==> src/rtl/aclk_time_counter.sv <==
// ---------------------------------------------------------------------------
// aclk_time_counter
// Time-of-day register for the alarm clock, held as four BCD digits (HH:MM,
// 24-hour). The counter advances one minute per one_minute pulse and can be
// overwritten by a load request from the control FSM. Range checking is done
// at load time, so the digits always stay legal and every carry is exact.
//
// Ports:
//   clk          system clock (256 cycles = 1 s)
//   reset        asynchronous, active-high reset
//   one_minute   single-cycle minute-advance pulse from the time generator
//   load_new_c   single-cycle request to load the new_* digits
//   new_ms_hr    load value, tens of hours   (0-2)
//   new_ls_hr    load value, units of hours  (0-9)
//   new_ms_min   load value, tens of minutes (0-5)
//   new_ls_min   load value, units of minutes (0-9)
//   ms_hr        current tens of hours
//   ls_hr        current units of hours
//   ms_min       current tens of minutes
//   ls_min       current units of minutes
//   load_err     one-cycle pulse: a load request was rejected
//   day_wrap     one-cycle pulse: the time rolled over 23:59 -> 00:00
// ---------------------------------------------------------------------------
module aclk_time_counter #(
    parameter int unsigned RESET_HR  = 0,
    parameter int unsigned RESET_MIN = 0
) (
    input  logic       clk,
    input  logic       reset,
    input  logic       one_minute,
    input  logic       load_new_c,
    input  logic [1:0] new_ms_hr,
    input  logic [3:0] new_ls_hr,
    input  logic [2:0] new_ms_min,
    input  logic [3:0] new_ls_min,
    output logic [1:0] ms_hr,
    output logic [3:0] ls_hr,
    output logic [2:0] ms_min,
    output logic [3:0] ls_min,
    output logic       load_err,
    output logic       day_wrap
);

    // Reset digits derived from the binary reset time.
    localparam logic [1:0] RST_MS_HR  = 2'(RESET_HR / 10);
    localparam logic [3:0] RST_LS_HR  = 4'(RESET_HR % 10);
    localparam logic [2:0] RST_MS_MIN = 3'(RESET_MIN / 10);
    localparam logic [3:0] RST_LS_MIN = 4'(RESET_MIN % 10);

    // Digit limits.
    localparam logic [3:0] LS_MAX     = 4'd9;
    localparam logic [2:0] MS_MIN_MAX = 3'd5;
    localparam logic [1:0] MS_HR_MAX  = 2'd2;
    localparam logic [3:0] LS_HR_TOP  = 4'd3;

    logic       load_valid_c;
    logic       do_load_c;
    logic       do_inc_c;

    logic       min_carry_c;
    logic       hr_carry_c;
    logic       wrap_c;

    logic [1:0] ms_hr_nxt;
    logic [3:0] ls_hr_nxt;
    logic [2:0] ms_min_nxt;
    logic [3:0] ls_min_nxt;
    logic       load_err_nxt;
    logic       day_wrap_nxt;

    // Load request validation: every digit in range and no hour above 23.
    always_comb begin
        load_valid_c = (new_ls_min <= LS_MAX)
                    && (new_ms_min <= MS_MIN_MAX)
                    && (new_ls_hr  <= LS_MAX)
                    && (new_ms_hr  <= MS_HR_MAX)
                    && !((new_ms_hr == MS_HR_MAX) && (new_ls_hr > LS_HR_TOP));
    end

    // A valid load takes priority and swallows a coincident minute pulse;
    // a rejected load leaves the minute pulse free to advance the time.
    assign do_load_c = load_new_c && load_valid_c;
    assign do_inc_c  = one_minute && !do_load_c;

    // Ripple-carry conditions through the digit chain.
    assign min_carry_c = (ls_min == LS_MAX);
    assign hr_carry_c  = min_carry_c && (ms_min == MS_MIN_MAX);
    assign wrap_c      = hr_carry_c && (ms_hr == MS_HR_MAX) && (ls_hr == LS_HR_TOP);

    // Next-state selection: hold, load, or single-minute increment.
    always_comb begin
        ms_hr_nxt    = ms_hr;
        ls_hr_nxt    = ls_hr;
        ms_min_nxt   = ms_min;
        ls_min_nxt   = ls_min;
        load_err_nxt = load_new_c && !load_valid_c;
        day_wrap_nxt = 1'b0;

        if (do_load_c) begin
            ms_hr_nxt  = new_ms_hr;
            ls_hr_nxt  = new_ls_hr;
            ms_min_nxt = new_ms_min;
            ls_min_nxt = new_ls_min;
        end else if (do_inc_c) begin
            // Units of minutes.
            if (min_carry_c) begin
                ls_min_nxt = 4'd0;
            end else begin
                ls_min_nxt = ls_min + 4'd1;
            end

            // Tens of minutes.
            if (min_carry_c) begin
                if (ms_min == MS_MIN_MAX) begin
                    ms_min_nxt = 3'd0;
                end else begin
                    ms_min_nxt = ms_min + 3'd1;
                end
            end

            // Hours, including the end-of-day rollover.
            if (hr_carry_c) begin
                if (wrap_c) begin
                    ms_hr_nxt    = 2'd0;
                    ls_hr_nxt    = 4'd0;
                    day_wrap_nxt = 1'b1;
                end else if (ls_hr == LS_MAX) begin
                    ls_hr_nxt = 4'd0;
                    ms_hr_nxt = ms_hr + 2'd1;
                end else begin
                    ls_hr_nxt = ls_hr + 4'd1;
                end
            end
        end
    end

    // Output registers.
    always_ff @(posedge clk or posedge reset) begin
        if (reset) begin
            ms_hr    <= RST_MS_HR;
            ls_hr    <= RST_LS_HR;
            ms_min   <= RST_MS_MIN;
            ls_min   <= RST_LS_MIN;
            load_err <= 1'b0;
            day_wrap <= 1'b0;
        end else begin
            ms_hr    <= ms_hr_nxt;
            ls_hr    <= ls_hr_nxt;
            ms_min   <= ms_min_nxt;
            ls_min   <= ls_min_nxt;
            load_err <= load_err_nxt;
            day_wrap <= day_wrap_nxt;
        end
    end

endmodule
==> config.mk <==
export PLATFORM = sky130hd
export DESIGN_NAME = aclk_time_counter
export DESIGN_NICKNAME = d
export VERILOG_FILES = /design/src/rtl/aclk_time_counter.sv
export SDC_FILE = /design/constraint.sdc
export NUM_CORES = 1
export LEC_CHECK = 0
export CAP_MARGIN = 20
export CORE_UTILIZATION = 30
export CTS_CLUSTER_DIAMETER = 60
export CTS_CLUSTER_SIZE = 8
export DETAILED_ROUTE_END_ITERATION = 7
export MAX_ROUTING_LAYER = met4
export SYNTH_ARGS = -nofsm -noshare
export SYNTH_HDL_FRONTEND = slang
export SYNTH_SLANG_ARGS = --single-unit
==> constraint.sdc <==
create_clock -name clk -period 3 [get_ports clk]
set_input_delay 0.3 -clock clk [delete_from_list [all_inputs] [get_ports clk]]
set_output_delay 0.3 -clock clk [all_outputs]
set_load 0.02 [all_outputs]
### After elaboration in Yosys (flattened, before gate mapping)

Index checks and enable logic that the tools add are counted.
Widths: inputs -> output; s select.

* register bits: 15
* word-level logic and storage cells: 63
* output and inout bits: 15
* bits of input ports: 17

* $add $sub $neg: 4
* eq/ne operators: 6
* magnitude comparators: 5
* reduce and logical (&&, ||, !) cells: 21
* muxes and demuxes: 21

Operator list (count)
* $mux 4: 8
* $mux 3: 4
* $logic_and 1x1->1: 11
* $mux 2: 5
* $add 4x1->4 const B: 2
* $eq 4x4->1 const B: 2
* $le 4x4->1 const B: 2
* $reduce_bool 2->1: 3
* $eq 2x2->1 const B: 2
* $eq 4x2->1 const B: 1
* $gt 4x2->1 const B: 1
* $mux 1: 4
* $reduce_and 2->1: 2
* $add 3x1->3 const B: 1
* $eq 3x3->1 const B: 1
* $le 3x3->1 const B: 1
* $logic_not 1->1: 3
* $reduce_and 3->1: 1
* $reduce_bool 3->1: 1
* $add 2x1->2 const B: 1
* $le 2x2->1 const B: 1

### Longest topological paths before layout

Gate-level depths: netlist of the first run.

* depth in word-level cells: 10
* mapped depth: 6
* depth with buffers taken out: 6

### Worst setup path after synthesis of the first run

Ideal clock, no wire load.

* path type: register to register
* start: register ls_min[1]
* end: register ls_hr[1]
* period minus slack after synthesis: 2093 ps
* path slack: 907 ps
* arrival: 2011 ps
* cell stages (with the launch flop): 7
* path buffers: 2
* path through: dfrtp_1 -> or3b_1 -> buf_6 -> or2_1 -> clkbuf_2 -> or4_1 -> a31oi_1

* cells in the longest elaborated chain, start to end: 8
* elaborated cells between the ends (all ways): 10
* those cells by class: eq/ne (1); mux (4); reduce/logical (5)

Ends and longest elaborated chain
* start, declared: RTL line 39 `output logic [3:0] ls_min,`
* start signal, assigned: RTL line 150 `ls_min <= ls_min_nxt;`
* $eq 4x4->1 (*): RTL line 86 `assign min_carry_c = (ls_min == LS_MAX);`
* $logic_and 1x1->1 (*): RTL line 87 `assign hr_carry_c = min_carry_c && (ms_min == MS_MIN_MAX);`
* $logic_and 1x1->1 (2 in series): RTL line 88 `assign wrap_c = hr_carry_c && (ms_hr == MS_HR_MAX) && (ls_hr == LS_HR_TOP);`
* $mux 4: RTL line 123 `if (wrap_c) begin`
* $mux 4: RTL line 122 `if (hr_carry_c) begin`
* $mux 4: RTL line 104 `end else if (do_inc_c) begin`
* $mux 4: RTL line 99 `if (do_load_c) begin`
* end signal, assigned: RTL line 148 `ls_hr <= ls_hr_nxt;`
* end, declared: RTL line 37 `output logic [3:0] ls_hr,`

Mark *: on every way between the ends. The rest lies on a longest branch, timed or not. The select of a mux whose other input is x is not followed.
A chain may end at the register's enable or synchronous reset.

### Worst setup path in the final report of the first run

Ends and elaborated chain as after synthesis.

==> impl_metrics.toml, run 1 <==
[outcome]
status = "finished clean"

[sta]
whs_ns = 0.381
fin_skew_ns = 0.00563
rsz0062_at_grt = "no"
finalHoldViolCount = 0
fin_crit_ns = 2.14
tns_ns = 0
max_freq_mhz = 468
relSlewSlack = 0.577
setup_viol = 0
drv_slew = 0
fin_crit_sh = 0.712
max_slew.worst_pin.slew_ns = 0.626

[setup_path]
endpoint_kind = "flip-flop"
required_ns = 3.21
reg2reg_slack_ns = 0.86
rr_worst_depth = 4
critPathKind = "reg -> reg"
cp.arrival_ns = 2.35
cp-start-kind = "flip-flop"
worstPathMaxFanout = 8
r2r-end = "ls_hr[1]"
r2r_start = "ls_min[1]"

[clocking]
post_cts_buffers = 0
tritoncts = "done"
clock_latency_ns = 0.28
cts_root_buf = "clkbuf_4"
clockBufferDepth = 2
cts_made_buffers = 3
clk_pin_slew_ns = 0.10
cts.sinks = 15
h-tree-depth = 1
cts_hold_buf = 0
cts_resized = 0

[floorplanning]
io_pins = 32
rows = 20
die_w_um = 58.2
dieArea_um2 = 3380
start_util = 0.312
core_area_um2 = 3030
die_h_um = 58.2

[yosys]
synth_seq_area_share = 0.397
syn_area_um2 = 946
ys_top_cells_by_area = "dfrtp_1 40%, o21ai_0 5.3%, nor3_1 4.8%"
yosysWarnings = 0
synth_nets = 121
avgSynthCellArea_um2 = 9.18
postSynth.asyncResetShare = 1.00
ys_seq_elements = 15
yosys.area.top_type = "dfrtp_1"
netlist_instances = 103
synth-edff-count = 0
synth_cell_types = 41
synth_ff_type = "dfrtp_1"
yosysTopAreaCellShare = 0.397

[route]
wl_um = 2510
viasPerCell = 5.07
firstDrtPassIters = 4
routedWlPerCell_um = 14.0
vias = 908
ant_nets = 0
post-route-drc-count = 0
drt_iter0_markers = 21

[global_routing]
grt_max_degree = 16
grt_pass1_wl_um = 4000
overflow = 0
grt_antenna_before_repair = 0
track_usage = 0.161
grt_pass1_vias = 875

[power]
p_per_area_nw_per_um2 = 796
leakage_nw = 0.491
ir_drop_mv = 0.335

[cells_and_area]
utilization = 0.435
drive_above_1_share = 0.0667
area_delta_synth_final_pct = 39.3
fillerInstances = 316
nets = 154
diodes = 0
final_cell_mix = "31 x clkdlybuf4s50_1, 15 x dfrtp_1, 10 x o21ai_0, 9 x nor3_1, 6 x a21oi_1"
layout_commonest_cell = "clkdlybuf4s50_1"

[placement]
numPortBuffers = 31
globalplace.congestion = 0.862
hpwlAfterDp_um = 1920

[min_path]
hp-class = "in -> async"

[flow_run]
maxCapViolations = 0
## metal layers
metal / part of all wire / global-route usage / vias to the layer above
li1: - / - / 457
met3: 0.073 / 0.0179 / 2
met1: 0.46 / 0.213 / 413
met5: 0 / - / -
met2: 0.45 / 0.250 / 36
met4: 0.011 / 0.0714 / 0
## critical path, cell delays in order, from the launching register on
cell     delay (ns)
dfrtp_1        0.46
or3b_1         0.54
or2_1          0.36
or4_1          0.52
a31oi_1        0.18
## kinds of logic after synthesis
family | count (synthesis) | synth area share
simple gates | 44 | 0.291
compound gates | 28 | 0.187
flops | 15 | 0.397
buf+inv | 8 | 0.0410
xor+xnor | 4 | 0.0370
mux | 3 | 0.0344
fa+ha+maj | 1 | 0.0132
## where the power goes
part | switching [W] | leakage [nW] | internal, W
Clock | 0.0000685 | 0.0150 | 0.0000516
Combinational | 0.000253 | 0.304 | 0.000288
Sequential | 0.000112 | 0.172 | 0.000276
Total | 0.000433 | 0.491 | 0.000615
## cells in the mapped netlist, drive strengths merged (2+ instances only)
cell type,count
a21oi,6
a221o,2
a31oi,3
and3,2
and4,2
clkbuf,2
dfrtp,15
inv,4
mux2,2
nand2,4
nand2b,2
nand3,2
nor2,2
nor2b,4
nor3,9
nor4,5
o21a,2
o21ai,10
or3b,2
xnor2,4
## per-stage QoR
| step | setup slack [ns] | total power (W) | area, um2 | std cells |
|---|---|---|---|---|
| finish | 0.863 | 0.00105 | 1320 | 179 |
| global route | 0.799 | 0.00113 | 1320 | 179 |
| CTS | 0.850 | 0.00106 | 1320 | 179 |
| detailed placement | 0.690 | 0.000937 | 1290 | 175 |
| global placement | 0.703 | 0.000932 | 1290 | 175 |
| floorplan | 0.907 | 0.000708 | 946 | 103 |
## area by class of cell
type	count	area, um2	share of cell area
clock buffer	4	26.3	0.0199
timing repair buffer	31	310	0.236
multi-input combinational	80	532	0.404
sequential	15	375	0.285
tap	44	55.1	0.0418
inverter	5	18.8	0.0142
## worst max-delay path by stage
| stage | start | to | slack [ns] | depth (start not counted) |
|---|---|---|---|---|
| after detailed placement | one_minute | ls_hr[1] | 0.69 | 5 |
| after floorplan | ls_min[1] | ls_hr[1] | 0.91 | 6 |
| final | ls_min[1] | ls_hr[1] | 0.86 | 4 |
| after CTS | ls_min[1] | ls_hr[1] | 0.85 | 4 |
| after global routing | ls_min[1] | ls_hr[1] | 0.80 | 4 |
| after global placement | one_minute | ls_hr[1] | 0.70 | 5 |
## state kept, by name (all words and copies together) (netlist names)
| register | flops |
|---|---|
| ls_hr | 4 |
| ls_min | 4 |
| ms_min | 3 |
| ms_hr | 2 |
| day_wrap | 1 |
| load_err | 1 |
(Power assumes the default switching activity.)
==> inputs of run 2 (changes only) <==
==> constraint.sdc (replaced) <==
create_clock -name clk -period 2.06 [get_ports clk]
set_input_delay 0.206 -clock clk [delete_from_list [all_inputs] [get_ports clk]]
set_output_delay 0.206 -clock clk [all_outputs]
set_load 0.02 [all_outputs]
==> run 2 against run 1 <==
Net effect:
- worst hold slack got worse by 0.11 ns
- critical path depth stayed put
- die area stayed put
- first-iteration DRC count is 81% higher
- total power is 51% higher
- critical endpoint unchanged
- largest cell class unchanged
- highest routed layer unchanged
==> impl_metrics.toml, run 2 (synthesized netlist as in run 1, its figures left out) <==
[outcome]
status = "finished clean"

[floorplanning]
die_h_um = 58.2
rows = 20
io_pins = 32
core_area_um2 = 3030
dieArea_um2 = 3380
start_util = 0.312
die_w_um = 58.2

[power]
fin_total_pwr_w = 0.00158
p_per_area_nw_per_um2 = 1160
leakage_nw = 0.516
ir_drop_mv = 0.333

[global_routing]
grt_max_degree = 16
grt_pass1_vias = 943
grt_pass1_wl_um = 4400
overflow = 0
track_usage = 0.176
grt_antenna_before_repair = 0

[clocking]
clockBufferDepth = 2
cts_root_buf = "clkbuf_4"
cts_hold_buf = 0
cts.sinks = 15
h-tree-depth = 1
clk_pin_slew_ns = 0.09
cts_made_buffers = 3
clock_latency_ns = 0.29
cts_resized = 0
post_cts_buffers = 0
tritoncts = "done"

[flow_run]
maxCapViolations = 0

[cells_and_area]
nets = 160
diodes = 0
reg_top3 = "ls_hr (4), ls_min (4), ms_min (3)"
final_cell_mix = "31 x clkdlybuf4s50_1, 13 x dfrtp_1, 10 x o21ai_0, 9 x nor3_1"
fillerInstances = 299
drive_above_1_share = 0.121
area_delta_synth_final_pct = 44.3
layout_commonest_cell = "clkdlybuf4s50_1"

[route]
wl_um = 2650
routedWlPerCell_um = 14.3
firstDrtPassIters = 4
vias = 982
viasPerCell = 5.31
post-route-drc-count = 0
ant_nets = 0
drt_iter0_markers = 38

[placement]
numPortBuffers = 31
hpwlAfterDp_um = 2000
globalplace.congestion = 0.878
preCtsSetupSlack_ns = 0.180

[sta]
rsz0062_at_grt = "no"
drv_slew = 0
finalHoldViolCount = 0
max_slew.worst_pin.slew_ns = 0.590
setup_viol = 0
fin_crit_sh = 0.900
fin_skew_ns = 0.00374
timing.final.ws_setup_ns = 0.205
whs_ns = 0.275
fin_crit_ns = 1.85
max_freq_mhz = 539
relSlewSlack = 0.606
tns_ns = 0

[min_path]
hp-class = "in -> async"

[setup_path]
cp.arrival_ns = 2.07
worstPathMaxFanout = 8
r2r-end = "ls_hr[1]"
critPathKind = "reg -> reg"
cpPeakStageDelay_ns = 0.51
rr_worst_depth = 4
reg2reg_slack_ns = 0.21
endpoint_kind = "flip-flop"
r2r_start = "ls_min[1]"
required_ns = 2.28
crit_path_top_delay_cell = "or4_1"
cp-start-kind = "flip-flop"
crit_chain = "or3b_1 > or2_1 > or4_1 > a31oi_1"
run 2: cell count changes in the layout (fill, tap and decap cells not counted), sizes merged:
cell,previous run,this run
buf,0,6
run 2: worst max path at each step:
stage               cells after the start         start  slack [ns]   endpoint
global route                            5     ls_min[1]        0.11   ls_hr[2]
finish                                  4     ls_min[1]        0.21   ls_hr[1]
detailed placement                      6  new_ls_hr[3]        0.18  ms_min[1]
global placement                        4     ls_min[1]        0.21   ls_hr[1]
CTS                                     4     ls_min[1]        0.20   ls_hr[1]
floorplan                               6     ls_min[1]       0.002   ls_hr[1]
run 2: metrics by stage:
step,utilization,std cells,instance area (um2)
6_report,0.451,185,1370
5_1_grt,0.451,185,1370
4_1_cts,0.451,185,1370
3_5_place_dp,0.442,181,1340
3_3_place_gp,0.442,181,1340
2_1_floorplan,-,103,948
run 2: power breakdown:
group | internal, W | total (W) | switching [W]
Clock | 0.0000753 | 0.000175 | 0.0000997
Combinational | 0.000442 | 0.000830 | 0.000388
Sequential | 0.000406 | 0.000576 | 0.000170
Total | 0.000924 | 0.00158 | 0.000658
run 2: metal layers:
metal / vias to the layer above / share of wire / global-route usage
li1: 471 / - / -
met1: 468 / 0.46 / 0.235
met2: 39 / 0.47 / 0.263
met3: 4 / 0.056 / 0.0268
met4: 0 / 0.011 / 0.0782
met5: - / 0 / -
run 2: cell type report:
type                       count  area, um2  area share
inverter                       5       18.8      0.0137
multi-input combinational     80        532       0.390
tap                           44       55.1      0.0403
timing repair buffer          37        355       0.260
clock buffer                   4       26.3      0.0192
sequential                    15        378       0.277
run 2: worst max-delay path: cells and delay by family (launching register included):
kind	cells	cell delay, ns
flops	1	0.45
compound gates	1	0.17
simple gates	3	1.17
